==> src/rtl/rv_skid_buffer.sv <==
// Two-entry ready/valid skid buffer: registered valid/data/ready toward both sides,
// full throughput, in-order delivery, plus a wrapping count of downstream transfers.
module rv_skid_buffer #(
    parameter int WIDTH     = 32,
    parameter int CNT_WIDTH = 8
) (
    input  logic                 clk,
    input  logic                 rst,
    input  logic                 in_valid,
    input  logic [WIDTH-1:0]     in_data,
    output logic                 in_ready,
    output logic                 out_valid,
    output logic [WIDTH-1:0]     out_data,
    input  logic                 out_ready,
    output logic [CNT_WIDTH-1:0] xfer_count
);

    typedef enum logic [1:0] {
        ST_EMPTY = 2'd0,
        ST_ONE   = 2'd1,
        ST_FULL  = 2'd2
    } state_e;

    state_e               state_q, state_d;
    logic                 main_valid_q, main_valid_d;
    logic [WIDTH-1:0]     main_data_q, main_data_d;
    logic [WIDTH-1:0]     skid_data_q, skid_data_d;
    logic                 in_ready_q, in_ready_d;
    logic [CNT_WIDTH-1:0] xfer_count_q, xfer_count_d;

    logic in_fire;
    logic out_fire;

    // Both fires are formed from registered qualifiers only.
    assign in_fire  = in_valid & in_ready_q;
    assign out_fire = main_valid_q & out_ready;

    assign in_ready   = in_ready_q;
    assign out_valid  = main_valid_q;
    assign out_data   = main_data_q;
    assign xfer_count = xfer_count_q;

    always_ff @(posedge clk) begin
        if (rst) begin
            state_q      <= ST_EMPTY;
            main_valid_q <= 1'b0;
            main_data_q  <= '0;
            in_ready_q   <= 1'b1;
            xfer_count_q <= '0;
        end else begin
            state_q      <= state_d;
            main_valid_q <= main_valid_d;
            main_data_q  <= main_data_d;
            in_ready_q   <= in_ready_d;
            xfer_count_q <= xfer_count_d;
        end
    end

    // Skid payload is only meaningful while FULL, so it carries no reset.
    always_ff @(posedge clk) begin
        skid_data_q <= skid_data_d;
    end

    always_comb begin
        state_d = state_q;
        case (state_q)
            ST_EMPTY: begin
                if (in_fire) begin
                    state_d = ST_ONE;
                end
            end
            ST_ONE: begin
                if (in_fire && !out_fire) begin
                    state_d = ST_FULL;
                end else if (!in_fire && out_fire) begin
                    state_d = ST_EMPTY;
                end
            end
            ST_FULL: begin
                if (out_fire) begin
                    state_d = ST_ONE;
                end
            end
            default: begin
                state_d = ST_EMPTY;
            end
        endcase
    end

    always_comb begin
        main_data_d  = main_data_q;
        skid_data_d  = skid_data_q;
        main_valid_d = (state_d != ST_EMPTY);
        in_ready_d   = (state_d != ST_FULL);
        xfer_count_d = xfer_count_q;

        if (out_fire) begin
            xfer_count_d = xfer_count_q + CNT_WIDTH'(1);
        end

        case (state_q)
            ST_EMPTY: begin
                if (in_fire) begin
                    main_data_d = in_data;
                end
            end
            ST_ONE: begin
                // Streaming replaces main directly; only a stalled accept spills to skid.
                if (in_fire && out_fire) begin
                    main_data_d = in_data;
                end else if (in_fire) begin
                    skid_data_d = in_data;
                end
            end
            ST_FULL: begin
                if (out_fire) begin
                    main_data_d = skid_data_q;
                end
            end
            default: begin
                main_data_d = main_data_q;
            end
        endcase
    end

endmodule

==> config.mk <==
export PLATFORM = sky130hd
export DESIGN_NAME = rv_skid_buffer
export DESIGN_NICKNAME = d
export VERILOG_FILES = /design/src/rtl/rv_skid_buffer.sv
export SDC_FILE = /design/constraint.sdc
export NUM_CORES = 1
export LEC_CHECK = 0
export BUFFER_PORTS_ARGS = -buffer_cell sky130_fd_sc_hd__buf_2
export CAP_MARGIN = 20
export CORE_MARGIN = 2
export CORE_UTILIZATION = 49
export DETAILED_ROUTE_END_ITERATION = 8
export GPL_TIMING_DRIVEN = 0
export PLACE_DENSITY = 0.79
export SETUP_SLACK_MARGIN = 0.02
export SLEW_MARGIN = 15
export SYNTH_ARGS = -nofsm -noshare
export SYNTH_HDL_FRONTEND = slang
export SYNTH_SLANG_ARGS = --single-unit
==> constraint.sdc <==
create_clock -name clk -period 6.5 [get_ports clk]
set_input_delay 0.65 -clock clk [delete_from_list [all_inputs] [get_ports clk]]
set_output_delay 0.65 -clock clk [all_outputs]
set_load 0.01 [all_outputs]
Word level (Yosys, flattened, before mapping)
Cells that the tools add are included.
- flip-flop bits (word level): 76
- input bits: 36
- output and inout bits: 42
- word-level logic and storage cells: 35
- $add $sub $neg: 1
- equality and inequality tests: 6
- muxes and demuxes: 9
- bitwise logic cells: 3
- reduce and logical (&&, ||, !) cells: 10
- operator list (kind ; number):
    32-bit two-way mux ; 3
    32-bit one-hot mux with 3 select lines ; 1
    8-bit by 1-bit adder with 8-bit output, second input constant ; 1
    2-bit two-way mux ; 4
    2-bit inequality test, second input constant ; 4
    2-bit one-hot mux with 3 select lines ; 1
    4-bit AND reduction ; 1
    1-bit logical AND ; 3
    3-bit AND reduction ; 1
    3-bit nonzero test ; 1
    1-bit bitwise AND ; 2
    2-bit by 1-bit == test with 1-bit output, second input constant ; 1
    2-bit == test, second input constant ; 1
    1-bit zero test ; 2
    2-bit zero test ; 1
    2-bit nonzero test ; 1
    1-bit inverter ; 1

Logic depth before layout (Yosys ltp)
- word-level depth: 7
- mapped depth: 6
- mapped depth without buffers: 4

Worst setup path before layout
OpenSTA, ideal clock, no wires.
- path kind: input to register
- start: input out_ready
- end: register skid_data_q[0] (enable)
- setup time: 0.461 ns
- arrival time: 3.505 ns
- data required time: 6.039 ns
- slack: 2.534 ns
- stages on the path: 5
- buffers on the path: 3
- cell sequence: buf_2 a21bo_1 buf_6 buf_2 nor3_1
- word-level cells in the longest chain between the ends: 4
- RTL lines (element ; RTL line ; text):
    from (decl) ; 14 ; input logic out_ready,
    1-bit bitwise AND ; 36 ; assign out_fire = main_valid_q & out_ready;
    1-bit logical AND ; 109 ; if (in_fire && out_fire) begin
    1-bit inverter (no line) ; - ;
    3-bit AND reduction (no line) ; - ;
    to (signal assigned) ; 61 ; skid_data_q <= skid_data_d;
    to (decl) ; 27 ; logic [WIDTH-1:0] skid_data_q, skid_data_d;
No other way between the ends.
A chain may end at the register's enable or synchronous reset.

Worst setup path in the final report
- start: register main_valid_q, in the netlist out_valid
- end: register skid_data_q[31] (enable)
- word-level cells in the longest chain between the ends: 4
- RTL lines (element ; RTL line ; text):
    from (decl) ; 25 ; logic main_valid_q, main_valid_d;
    from (signal assigned) ; 52 ; main_valid_q <= main_valid_d;
    1-bit bitwise AND ; 36 ;
    1-bit logical AND ; 109 ;
    1-bit inverter (no line) ; - ;
    3-bit AND reduction (no line) ; - ;
No other way between the ends.

==> run metrics <==
first-pass GRT wire length=11400 um; Final Cycle Share=0.361; Most used DFF post-synth=dfxtp_1; pwr dens=293 mW/mm2; Post-Synthesis Mean Instance Area=13.2 um2; commonest non-fill, non-tap cell in the layout=buf_2; total CTS buffers=9; CP required=6.55 ns; Max stage delay on crit path=0.61 ns; Leakage=1.49 nW; most frequent cells in the layout=buf_2, dfxtp_1, a211oi_1; core area=0.00639 mm2; clk_lat worst skew=0.34 ns; post-synth net total=283; pre-CTS WS=3.78 ns; die area=0.00730 mm2; CP top delay family=buffers and inverters; synthesized cell area=0.00325 mm2; DP HPWL=4980 um; largest net degree at the start of global routing=14; Slowest-stage cell, CP=nor3_2; # DRC=0; mux cell area share after synthesis=0.0985; Initial Utilization=0.509; multi-input logic area=0.00125 mm2; post-synth top area share=0.296; Synth Area in Compound Gates=0.231; top cells by area, synth=edfxtp_1, dfxtp_1, a211oi_2; GP Congestion=0.691; Synth async-reset ratio=0; Nets=372; clock sink count=76; crit-path max FO=11; CP bufs+invs=5; Finished Layout Cells=417; detailed-route via count=2357; Post-Synthesis Cells=246; Syn-to-layout area delta=22.3%; crit path cell chain=buf_2 -> a21bo_1 -> buf_6 -> buf_2 -> nor3_2 -> buf_6 -> buf_4; setup ws final=4.15 ns; max cap viols=0; Total Wirelength=6950 um; outcome=finished clean; via density per instance=5.65; fmax=0.426 GHz; Simple-Gate Fraction of Synth Area=0.0454; Post-DRT Antenna Nets=0; hold_buf cts=0; EDFF count, synth=32; Worst setup SP type=flip-flop; synth warn=0; Post-CTS Resized=0; GRT Total Usage=0.200; Worst slew margin=0.512; 1st-pass router iterations=4; final setup TNS=0 ns; Final Hold Viols=0; vias in the first global route=2316; post-synthesis adder-cell area fraction=0.00385; Filler Cell Count=546; Root Driver=clkbuf_8; Rows=29; antenna violations before repair=0; Iteration-0 DRC Markers=78; grt ovf=0; Chip Width=85.5 um; H-tree Lvls=3; post-synthesis sequential area ratio=0.567; FF+latch count, synth=76; CP Capture Type=flip-flop; WHS=0.491 ns; CP arrival=2.39 ns; port buffer count=75; largest family of logic cells by synthesized area=compound AO/OA/AOI/OAI gates; RSZ-0062 raised after global routing=no; Setup Viol. Count Final=0; TritonCTS clock tree=yes; HP Class=flip-flop to flip-flop; slew at the pin closest to its max-slew limit=0.732 ns; fin crit period=2.35 ns; Setup CP Type=flip-flop to flip-flop; Diodes inserted=0; placed cells=401; Max Clock Skew=0.00849 ns; Final Max Slew Viols=0; Longest Clk Path Bufs=2; Worst-path clk slew=0.07 ns; Cell variety after synth=33; FF+latch area=0.00184 mm2; maximum VDD drop=0.163 mV; XOR/XNOR share of the synthesized area=0.00539; mean routed wirelength per cell=16.7 um; share of layout cells above drive strength 1=0.421; Ports=78; die height=85.5 um; Synth area leader=edfxtp_1; Post CTS Setup Buffer Count=0
## cells in the mapped netlist (3+ instances only)
cell type and count:
a211oi_2 30, dfxtp_1 44, nand2_1 5, a21oi_1 7, mux2i_1 32, buf_4 3
a211oi_1 34, clkbuf_1 7, buf_6 4, or3_1 4, buf_2 12, o21ai_0 5
nand4_1 3, edfxtp_1 32, nand3_1 3
## registers in the layout, indices dropped and copies added (netlist names)
| register | cells |
|---|---|
| in_ready | 1 |
| out_data | 32 |
| out_valid | 1 |
| skid_data_q | 32 |
| state_q | 2 |
| xfer_count | 8 |
## per-stage QoR
| step | area (um2) | total power, mW | util |
|---|---|---|---|
| after floorplan | 3250 | 0.715 | - |
| after global placement | 3720 | 0.780 | 0.583 |
| after detailed placement | 3760 | 0.789 | 0.588 |
| after CTS | 3980 | 1.18 | 0.622 |
| after global routing | 3980 | 1.22 | 0.622 |
| final | 3980 | 1.17 | 0.622 |
## worst reg2reg max path, delay by kind of cell, from the launching register on
family	cells	cell delay, ns
AOI/OAI and AO/OA	1	0.20
buffers and inverters	5	0.93
DFF	1	0.31
and+or+nand+nor	1	0.61
## metal layers
layer  GRT usage  wire length [um]
met3      0.0516               390
met1       0.261              3120
met2       0.315              3330
met4      0.0866               112
met5           0                 0
## worst paths after layout
check / cells past startpoint / start / slack (ns) / endpoint
min reg2reg: 2 / xfer_count[7] / 0.49 / xfer_count[7]
min: 2 / xfer_count[7] / 0.49 / xfer_count[7]
max reg2reg: 7 / out_valid / 4.15 / skid_data_q[31]
max: 7 / out_valid / 4.15 / skid_data_q[31]
## kinds of logic after synthesis
kind of cell / count (synthesis)
AOI/OAI and AO/OA: 82
xor gates and xnor gates: 2
adders and majority gates: 1
buffers and inverters: 28
DFF: 76
muxes: 32
and+or+nand+nor: 25
## power by group
group,switching [mW],internal (mW)
clock network,0.165,0.225
logic,0.120,0.0952
registers,0.0216,0.540
total,0.306,0.860
## layout make-up
cell class                      instances  share of cell area
Sequential cell                        76               0.463
Multi-Input combinational cell        142               0.315
Timing Repair Buffer                   78               0.102
Buffer                                 26              0.0387
Clock buffer                           11              0.0356
Tap cell                               77              0.0242
Clock inverter                          5              0.0192
Inverter                                2             0.00189
No activity file was read; power rests on OpenSTA's default activity.
